### config.mk
export PLATFORM = sky130hd
export DESIGN_NAME = vga_pixel_packer_flat
export DESIGN_NICKNAME = d
export VERILOG_FILES = /design/src/rtl/vga_pixel_packer_if.sv /design/src/rtl/vga_pixel_packer.sv /design/src/flat_wrapper.sv
export SDC_FILE = /design/constraint.sdc
export NUM_CORES = 1
export LEC_CHECK = 0
export CORE_MARGIN = 4
export CORE_UTILIZATION = 45
export DETAILED_ROUTE_END_ITERATION = 10
export DONT_BUFFER_PORTS = 1
export HOLD_SLACK_MARGIN = 0.05
export PLACE_DENSITY_LB_ADDON = 0.08
export REMOVE_ABC_BUFFERS = 1
export SLEW_MARGIN = 20
export SYNTH_ARGS = -nofsm -noshare
export SYNTH_HDL_FRONTEND = slang
export SYNTH_SLANG_ARGS = --single-unit
export TNS_END_PERCENT = 20
### constraint.sdc
create_clock -name vga_clk -period 2.15 [get_ports vga_clk]
set_clock_uncertainty 0.05 [all_clocks]
set_input_delay 0.3225 -clock vga_clk [delete_from_list [all_inputs] [get_ports vga_clk]]
set_output_delay 0.3225 -clock vga_clk [all_outputs]
set_load 0.03 [all_outputs]
### src/rtl/vga_pixel_packer_if.sv
// vga_pixel_packer_if: pixel-stream input, FIFO write port and status outputs
// of the VGA write-side pixel packer.
//
// Flow control: pix_valid qualifies pix_sof/pix_r/pix_g/pix_b for one vga_clk
// cycle and there is no ready. The packer accepts every valid pixel. fifo_full
// is sampled on the cycle a word completes; a full FIFO makes the packer
// discard that word rather than stall. fifo_wr_en is a one-cycle strobe that
// qualifies fifo_wr_data.
interface vga_pixel_packer_if #(
  parameter int WCNT_W = 16
);
  logic              pix_valid;
  logic              pix_sof;
  logic [7:0]        pix_r;
  logic [7:0]        pix_g;
  logic [7:0]        pix_b;
  logic              fifo_full;
  logic              fifo_wr_en;
  logic [127:0]      fifo_wr_data;
  logic              status_clr;
  logic              overflow;
  logic              frame_err;
  logic [WCNT_W-1:0] frame_words;
  logic              frame_done;

  // Pixel source / FIFO / status consumer side.
  modport master (
    output pix_valid, pix_sof, pix_r, pix_g, pix_b, fifo_full, status_clr,
    input  fifo_wr_en, fifo_wr_data, overflow, frame_err, frame_words, frame_done
  );

  // Packer side.
  modport slave (
    input  pix_valid, pix_sof, pix_r, pix_g, pix_b, fifo_full, status_clr,
    output fifo_wr_en, fifo_wr_data, overflow, frame_err, frame_words, frame_done
  );
endinterface

### src/rtl/vga_pixel_packer.sv
// vga_pixel_packer: packs a 24-bit RGB pixel stream four pixels per 128-bit
// word (lane k = bits [32k+31:32k] = {ALPHA, B, G, R}) for the DDR-bound pixel
// FIFO. A word that completes while the FIFO is full is dropped and packing
// resumes at the next frame start. Per-frame written-word counts and sticky
// overflow / frame-error flags are reported.
//
// Optional build macro VGA_PACK_TESTPAT_EN: lanes carry a per-frame pixel
// index pattern instead of the input colour, so the display path can check
// itself.
module vga_pixel_packer #(
  parameter logic [7:0] ALPHA  = 8'h00,
  parameter int         WCNT_W = 16
) (
  input  logic                    vga_clk,
  input  logic                    vga_reset_n,
  vga_pixel_packer_if.slave       pif,
  output logic [1:0]              o_dbg_state
);

  typedef enum logic [1:0] {
    S_IDLE = 2'd0,
    S_RUN  = 2'd1,
    S_DROP = 2'd2
  } state_t;

  state_t            r_state;
  logic [1:0]        r_lane;
  logic [95:0]       r_acc;
  logic              r_wr_en;
  logic [127:0]      r_wr_data;
  logic              r_overflow;
  logic              r_frame_err;
  logic [WCNT_W-1:0] r_frame_words;
  logic              r_frame_done;
  logic [WCNT_W-1:0] r_word_cnt;

  logic              w_sof;
  logic [31:0]       w_lane_px;

  // SOF only counts when it rides on a valid pixel.
  assign w_sof = pif.pix_valid & pif.pix_sof;

`ifdef VGA_PACK_TESTPAT_EN
  logic [23:0] r_pat_cnt;
  logic [23:0] w_pat;

  // The SOF pixel is pattern value 0, so a frame carries 0,1,2,... in order.
  assign w_pat     = w_sof ? 24'd0 : r_pat_cnt;
  assign w_lane_px = {ALPHA, w_pat[23:16], w_pat[15:8], w_pat[7:0]};

  // Pattern counter: restarts on SOF, advances on every pixel packed in RUN.
  always_ff @(posedge vga_clk or negedge vga_reset_n) begin
    if (!vga_reset_n) begin
      r_pat_cnt <= 24'd0;
    end else if (w_sof) begin
      r_pat_cnt <= 24'd1;
    end else if (pif.pix_valid && (r_state == S_RUN)) begin
      r_pat_cnt <= r_pat_cnt + 24'd1;
    end
  end
`else
  assign w_lane_px = {ALPHA, pif.pix_b, pif.pix_g, pif.pix_r};
`endif

  // Packing FSM: lane fill, word emit or drop, frame accounting, sticky flags.
  always_ff @(posedge vga_clk or negedge vga_reset_n) begin
    if (!vga_reset_n) begin
      r_state       <= S_IDLE;
      r_lane        <= 2'd0;
      r_acc         <= 96'd0;
      r_wr_en       <= 1'b0;
      r_wr_data     <= 128'd0;
      r_overflow    <= 1'b0;
      r_frame_err   <= 1'b0;
      r_frame_words <= '0;
      r_frame_done  <= 1'b0;
      r_word_cnt    <= '0;
    end else begin
      r_wr_en      <= 1'b0;
      r_frame_done <= 1'b0;
      // Clear first so a same-cycle set below takes priority.
      if (pif.status_clr) begin
        r_overflow  <= 1'b0;
        r_frame_err <= 1'b0;
      end
      case (r_state)
        S_IDLE: begin
          // First SOF after reset: no previous frame to report.
          if (w_sof) begin
            r_acc[31:0] <= w_lane_px;
            r_lane      <= 2'd1;
            r_word_cnt  <= '0;
            r_state     <= S_RUN;
          end
        end
        S_RUN: begin
          if (w_sof) begin
            // The counter already includes a word completed last cycle.
            r_frame_words <= r_word_cnt;
            r_frame_done  <= 1'b1;
            r_word_cnt    <= '0;
            if (r_lane != 2'd0) begin
              r_frame_err <= 1'b1;
            end
            r_acc[31:0]   <= w_lane_px;
            r_lane        <= 2'd1;
          end else if (pif.pix_valid) begin
            r_lane <= r_lane + 2'd1;
            case (r_lane)
              2'd0: r_acc[31:0]  <= w_lane_px;
              2'd1: r_acc[63:32] <= w_lane_px;
              2'd2: r_acc[95:64] <= w_lane_px;
              default: begin
                if (!pif.fifo_full) begin
                  r_wr_en   <= 1'b1;
                  r_wr_data <= {w_lane_px, r_acc};
                  if (r_word_cnt != '1) begin
                    r_word_cnt <= r_word_cnt + {{(WCNT_W-1){1'b0}}, 1'b1};
                  end
                end else begin
                  r_overflow <= 1'b1;
                  r_state    <= S_DROP;
                end
              end
            endcase
          end
        end
        S_DROP: begin
          // Lane count wrapped to 0 on the dropped word, so no frame error here.
          if (w_sof) begin
            r_frame_words <= r_word_cnt;
            r_frame_done  <= 1'b1;
            r_word_cnt    <= '0;
            r_acc[31:0]   <= w_lane_px;
            r_lane        <= 2'd1;
            r_state       <= S_RUN;
          end
        end
        default: r_state <= S_IDLE;
      endcase
    end
  end

  assign pif.fifo_wr_en   = r_wr_en;
  assign pif.fifo_wr_data = r_wr_data;
  assign pif.overflow     = r_overflow;
  assign pif.frame_err    = r_frame_err;
  assign pif.frame_words  = r_frame_words;
  assign pif.frame_done   = r_frame_done;
  assign o_dbg_state      = r_state;

endmodule
### src/flat_wrapper.sv
// flat-port wrapper written by rule: the top's interface ports become plain ports
module vga_pixel_packer_flat 
#(
  parameter logic [7:0] ALPHA  = 8'h00,
  parameter int         WCNT_W = 16
)
  (vga_clk, vga_reset_n, o_dbg_state, pif_pix_valid, pif_pix_sof, pif_pix_r, pif_pix_g, pif_pix_b, pif_fifo_full, pif_status_clr, pif_fifo_wr_en, pif_fifo_wr_data, pif_overflow, pif_frame_err, pif_frame_words, pif_frame_done);
  vga_pixel_packer_if #(.WCNT_W(WCNT_W)) pif_i ();
  input  logic vga_clk;
  input  logic vga_reset_n;
  output logic [1:0] o_dbg_state;
  input wire logic [$bits(pif_i.pix_valid)-1:0] pif_pix_valid;
  input wire logic [$bits(pif_i.pix_sof)-1:0] pif_pix_sof;
  input wire logic [$bits(pif_i.pix_r)-1:0] pif_pix_r;
  input wire logic [$bits(pif_i.pix_g)-1:0] pif_pix_g;
  input wire logic [$bits(pif_i.pix_b)-1:0] pif_pix_b;
  input wire logic [$bits(pif_i.fifo_full)-1:0] pif_fifo_full;
  input wire logic [$bits(pif_i.status_clr)-1:0] pif_status_clr;
  output wire logic [$bits(pif_i.fifo_wr_en)-1:0] pif_fifo_wr_en;
  output wire logic [$bits(pif_i.fifo_wr_data)-1:0] pif_fifo_wr_data;
  output wire logic [$bits(pif_i.overflow)-1:0] pif_overflow;
  output wire logic [$bits(pif_i.frame_err)-1:0] pif_frame_err;
  output wire logic [$bits(pif_i.frame_words)-1:0] pif_frame_words;
  output wire logic [$bits(pif_i.frame_done)-1:0] pif_frame_done;
  assign pif_i.pix_valid = pif_pix_valid;
  assign pif_i.pix_sof = pif_pix_sof;
  assign pif_i.pix_r = pif_pix_r;
  assign pif_i.pix_g = pif_pix_g;
  assign pif_i.pix_b = pif_pix_b;
  assign pif_i.fifo_full = pif_fifo_full;
  assign pif_i.status_clr = pif_status_clr;
  assign pif_fifo_wr_en = pif_i.fifo_wr_en;
  assign pif_fifo_wr_data = pif_i.fifo_wr_data;
  assign pif_overflow = pif_i.overflow;
  assign pif_frame_err = pif_i.frame_err;
  assign pif_frame_words = pif_i.frame_words;
  assign pif_frame_done = pif_i.frame_done;
  vga_pixel_packer #(.ALPHA(ALPHA), .WCNT_W(WCNT_W)) u_core (.vga_clk(vga_clk), .vga_reset_n(vga_reset_n), .pif(pif_i), .o_dbg_state(o_dbg_state));
endmodule
; After elaboration in Yosys (flattened, before gate mapping)
; Cells that the tools add are included.
[word_totals]
in_bits = 30
elab_cells = 86
regBits = 224
out_inout_bits = 150
[op_classes]
n_bitwise = 4
n_addsub = 2
n_reduce_logical = 15
mux = 38
eq_ne = 15
[ops]
columns = op, n
row1 = 32-bit 2-to-1 mux, 4
row2 = 16-bit 2-to-1 mux, 6
row3 = 32-bit one-hot mux with 2 select lines, 1
row4 = 16-bit one-hot mux with 2 select lines, 1
row5 = 1-bit 2-to-1 mux, 17
row6 = 16-bit by 1-bit adder with 16-bit output (second input constant), 1
row7 = 16-bit inequality test (second input constant), 1
row8 = 2-bit 2-to-1 mux, 7
row9 = 3-bit by 2-bit inequality test with 1-bit output (second input constant), 4
row10 = 4-bit AND reduction, 3
row11 = 5-bit AND reduction, 2
row12 = 2-bit inequality test (second input constant), 4
row13 = 2-bit one-hot mux with 2 select lines, 2
row14 = 6-bit AND reduction, 1
row15 = 2-bit by 1-bit equality test with 1-bit output (second input constant), 2
row16 = 2-bit equality test (second input constant), 2
row17 = 2-bit zero test, 2
row18 = 2-bit nonzero test, 2
row19 = 2-bit OR reduction, 2
row20 = 3-bit by 1-bit inequality test with 1-bit output (second input constant), 1
row21 = 1-bit NOT, 3
row22 = 3-bit AND reduction, 1
row23 = 3-bit OR reduction, 1
row24 = 2-bit by 1-bit adder with 2-bit output (second input constant), 1
row25 = 3 further kinds, 3

; Depth between registers and ports, before layout
[depth]
depth_word = 7
mapped_depth = 9

; Worst setup path after synthesis
; OpenSTA, ideal clock, no wires.
[synth_timing]
path_kind = flip-flop to flip-flop
start = register u_core.r_state[1], in the netlist u_core.o_dbg_state[1]
end = register u_core.r_acc[10]
path_stages_with_launch = 9
period_less_slack_ns = 2.333
required_time_ns = 1.975
slack_ns = -0.183
setup_ns = 0.125
t_arrival_ns = 2.158
path_cell_list = dfrtp_1 -> inv_1 -> ha_1 -> buf_2 -> nor3_1 -> or3_1 -> buf_2 -> buf_2 -> mux2_2
[synth_via]
elab_chain_len = 4
[synth_lines]
columns = element, line_no
row1 = start: declaration, vga_pixel_packer.sv:26  ; state_t r_state;
row2 = start signal: assignment, vga_pixel_packer.sv:68  ; r_state <= S_IDLE;
row3 = start signal: assignment, vga_pixel_packer.sv:93  ; r_state <= S_RUN;
row4 = start signal: assignment, vga_pixel_packer.sv:122  ; r_state <= S_DROP;
row5 = 2-bit equality test or 2-bit zero test (tied branches), vga_pixel_packer.sv:86  ; case (r_state)
row6 = 2-bit OR reduction (no line), --
row7 = 2-bit by 1-bit inequality test with 1-bit output (no line) or 2-bit nonzero test (tied branches), --
row8 = 4-bit AND reduction (no line), --
row9 = end signal: assignment, vga_pixel_packer.sv:90  ; r_acc[31:0] <= w_lane_px;
row10 = end signal: assignment, vga_pixel_packer.sv:105  ; r_acc[31:0] <= w_lane_px;
row11 = end signal: assignment, vga_pixel_packer.sv:110  ; 2'd0: r_acc[31:0] <= w_lane_px;
row12 = end: declaration, vga_pixel_packer.sv:28  ; logic [95:0] r_acc;
; Parallel ways exist; a longest one is shown, timed or not.
; A chain may end at the register's enable or synchronous reset.

; Worst setup path in the final report
[layout_timing]
start = register u_core.r_state[1], in the netlist u_core.o_dbg_state[1]
end = register u_core.r_wr_data[74], in the netlist u_core.pif.fifo_wr_data[74]
[layout_via]
elab_chain_len = 2
[layout_lines]
columns = element, line_no
row1 = 2-bit by 1-bit equality test with 1-bit output, vga_pixel_packer.sv:86
row2 = 5-bit AND reduction (no line), --
row3 = end signal: assignment, vga_pixel_packer.sv:116  ; r_wr_data <= {w_lane_px, r_acc};
row4 = end: declaration, vga_pixel_packer.sv:30  ; logic [127:0] r_wr_data;
; Every way passes these cells.

==> results.md <==
- Status: finished with violations
- Failing checks: negative hold slack
- Crit path kind: reg2reg
- Finish-stage setup viols: 0
- Arr. time, crit path: 2.42 ns
- Crit-path slowest cell: dfrtp_2
- #FFs+latches synth: 208
- Netlist cell types: 41
- GR Overflow Total: 0
- Number of global-route vias before repair: 4,947
- Die footprint: 21,000 sq um
- DRT antenna net count: 0
- Core ar.: 18,200 sq um
- # IOs: 180
- CTS sink cnt: 208
- Hold Vio Cnt, Final: 208
- Ys Warns: 0
- Layout Cell Area excl Fill: 10,100 sq um
- GRT Overall Usage: 16.0%
- Dpl hpwl: 11.3 mm
- Setup TNS: 0 ns
- CP endpoint kind: flip-flop
- Post-route clock period utilization: 97.0%
- Mapped Area: 8450 sq um
- Final wirelength: 17.3 mm
- Mapped Cells: 577
- Die X: 145 um
- Cell Pwr Density: 1270 nW/um^2
- Leakage: 0.00486 uW
- VDD IR max: 0.000528 V
- Final Net Count: 685
- Post-route insts no fill: 892
- Pin count of the biggest net entering global routing: 209
- CTS tree: built
- Dpl cell area: 8890 sq um
- GPL Wtd Cong: 0.754
- PortBufs: 0
- CP Cell Sequence: inv_1 -> ha_2 -> inv_1 -> nor4_4 -> buf_4 -> clkbuf_16 -> buf_4 -> mux2_2
- Clk Latency, worst-skew pair: 0.50 ns
- Post-route minimum period: 2.08 ns
- First-pass GRT wire length: 27.9 mm
- DRT iter0 DRCs: 202
- Initial DRT Pass Iterations: 5
- Die H: 145 um
- Site Rows: 49
- CTS clk-pin slew, worst paths: 0.06 ns
- Max_cap viols: 0
- Syn_area_per_cell: 14.6 sq um
- RSZ-0062 raised after global routing: yes
- P&R area growth vs syn: 19.2%
- Max Freq: 480 MHz
- Hold_buf cts: 29
- CP top delay family: buffers and inverters
- Via count: 4,723
- Via density: 5.29
- Largest stage delay on the critical path: 0.44 ns
- Worst Hold Class: in2async
- Crit path buffers/inverters: 5
- Max Slew Vio Count: 0
- Sequential cell area fraction in the yosys report: 61.6%
- H-tree depth: 1
- Placed Cells: 815
- CTS root buf: clkbuf_16
- Ant diodes: 0
- Maximum root-to-sink buffer count: 3
- Layout cells sized above 1: 37.4%
- Max FO, Critical Path: 8
- DR WL/cell: 19.4 um
- Fill count: 1,527
- Initial Utilization: 46.4%
- Drt drc: 0
- Total CTS buffers: 23
- Crit start category: flip-flop
- Initial antenna violation count: 0
- Hold slack final: -0.541 ns
- Req. time, crit path: 2.49 ns
-- cell type report --
type	count	area, sq um	area share [%]
flip-flops and latches	208	5210	51.7
multi-input cells	334	3000	29.8
repair buffers	68	738	7.33
clock buffers	29	628	6.24
well taps	229	287	2.85
clock inverters	13	173	1.71
inverters	11	41.3	0.410
-- worst reg2reg max path, cell delays in order (launching register included) --
cell       delay, ns
dfrtp_2         0.44
inv_1           0.09
ha_2            0.24
inv_1           0.10
nor4_4          0.30
buf_4           0.20
clkbuf_16       0.16
buf_4           0.11
mux2_2          0.31
-- synthesized netlist by cell type, drive strengths merged --
library cell,instances,area (sq um)
dfrtp,208,5200
mux2,183,2060
buf,49,335
o21ai,20,111
nand3,15,75.1
nand2,13,48.8
nor2,13,48.8
inv,11,41.3
ha,9,113
o31ai,8,60.1
clkbuf,6,22.5
a21oi,5,25.0
a31oi,5,31.3
nor3,4,25.0
o41ai,4,53.8
nand4,3,25.0
nor4,3,40.0
and2,2,12.5
and3,2,12.5
nand2b,2,12.5
or3,2,12.5
a2bb2oi,1,8.76
and4,1,8.76
conb,1,3.75
nand4b,1,8.76
nor2b,1,6.26
o22a,1,8.76
o22ai,1,6.26
o311ai,1,8.76
o32ai,1,8.76
or4,1,7.51
-- where the power goes --
group | switching (uW) | internal (uW) | leakage, uW
Sequential | 1650 | 5020 | 0.00276
Combinational | 860 | 1200 | 0.00170
Clock | 1530 | 2550 | 0.000401
Total | 4040 | 8780 | 0.00486
-- placed cells by master (no fill, tap or decap), types with 7 or more instances in the layout --
cell,netlist,final
buf_12,0,11
buf_4,36,27
clkbuf_16,0,24
clkinv_2,0,7
conb_1,1,32
dfrtp_1,208,207
dlygate4sd3_1,0,29
inv_1,10,10
mux2_1,29,29
mux2_2,154,154
nand2_1,13,13
nand3_1,15,13
nor2_1,13,13
o21ai_0,11,11
o21ai_1,8,8
o31ai_1,8,8
-- path summary, 6_finish.rpt --
| check | end | slack [ns] | cells past startpoint | startpoint |
|---|---|---|---|---|
| worst max-delay path | u_core.pif.fifo_wr_data[74] | 0.07 | 8 | u_core.o_dbg_state[1] |
| worst min-delay path | u_core.pif.fifo_wr_data[99] | -0.54 | 0 | vga_reset_n |
| worst max register to register | u_core.pif.fifo_wr_data[74] | 0.07 | 8 | u_core.o_dbg_state[1] |
| worst min register to register | u_core.pif.fifo_wr_data[85] | 0.44 | 1 | u_core.r_acc[85] |
| max in group asynchronous | u_core.r_acc[36] | 2.37 | 0 | vga_reset_n |
| min in group vga_clk | u_core.pif.overflow | 0.12 | 3 | pif_pix_sof |
-- state kept, by name (all words and copies together), names as in the netlist --
signal / count
u_core.pif.fifo_wr_data: 96
u_core.r_acc: 72
u_core.pif.frame_words: 16
u_core.r_word_cnt: 16
u_core.o_dbg_state: 2
u_core.r_lane: 2
u_core.pif.fifo_wr_en: 1
u_core.pif.frame_done: 1
u_core.pif.frame_err: 1
u_core.pif.overflow: 1
-- timing repair --
action / CTS / global route
cloned: 0 / 1
endpoints found under the hold margin: 307 / 208
buffers inserted: 0 / 5
endpoints found under the setup margin: 25 / 116
gates resized for setup: 1 / 6
pin swaps: 1 / 1
-- metrics by stage --
step                total power [uW]  worst slack, ns  utilization (%)  hold slack (ns)
floorplan                       8000            -2.60                -          -0.0231
global placement                8620           0.0809             48.8          -0.0174
finish                         12800           0.0651             55.3           -0.541
CTS                            13000          0.00471             54.8           -0.567
global route                   13500          -0.0288             55.3           -0.574
detailed placement              8750          -0.0903             48.8          -0.0173
-- metal layers --
metal / up-vias / routed length (um) / global-route usage [%]
li1: 2132 / - / -
met1: 2446 / 7350 / 20.6
met2: 124 / 8520 / 27.0
met3: 21 / 1190 / 4.71
met4: 0 / 242 / 3.66
met5: - / 0 / 0
-- cell families after synthesis --
logic type	after synthesis	share of synthesized area (%)
DFF	208	61.6
muxes	183	24.4
buffers and inverters	66	4.72
and+or+nand+nor	63	4.07
AOI/OAI and AO/OA	47	3.82
adders and majority gates	9	1.33
other	1	0.0444
Power figures use the tool's default switching activity.
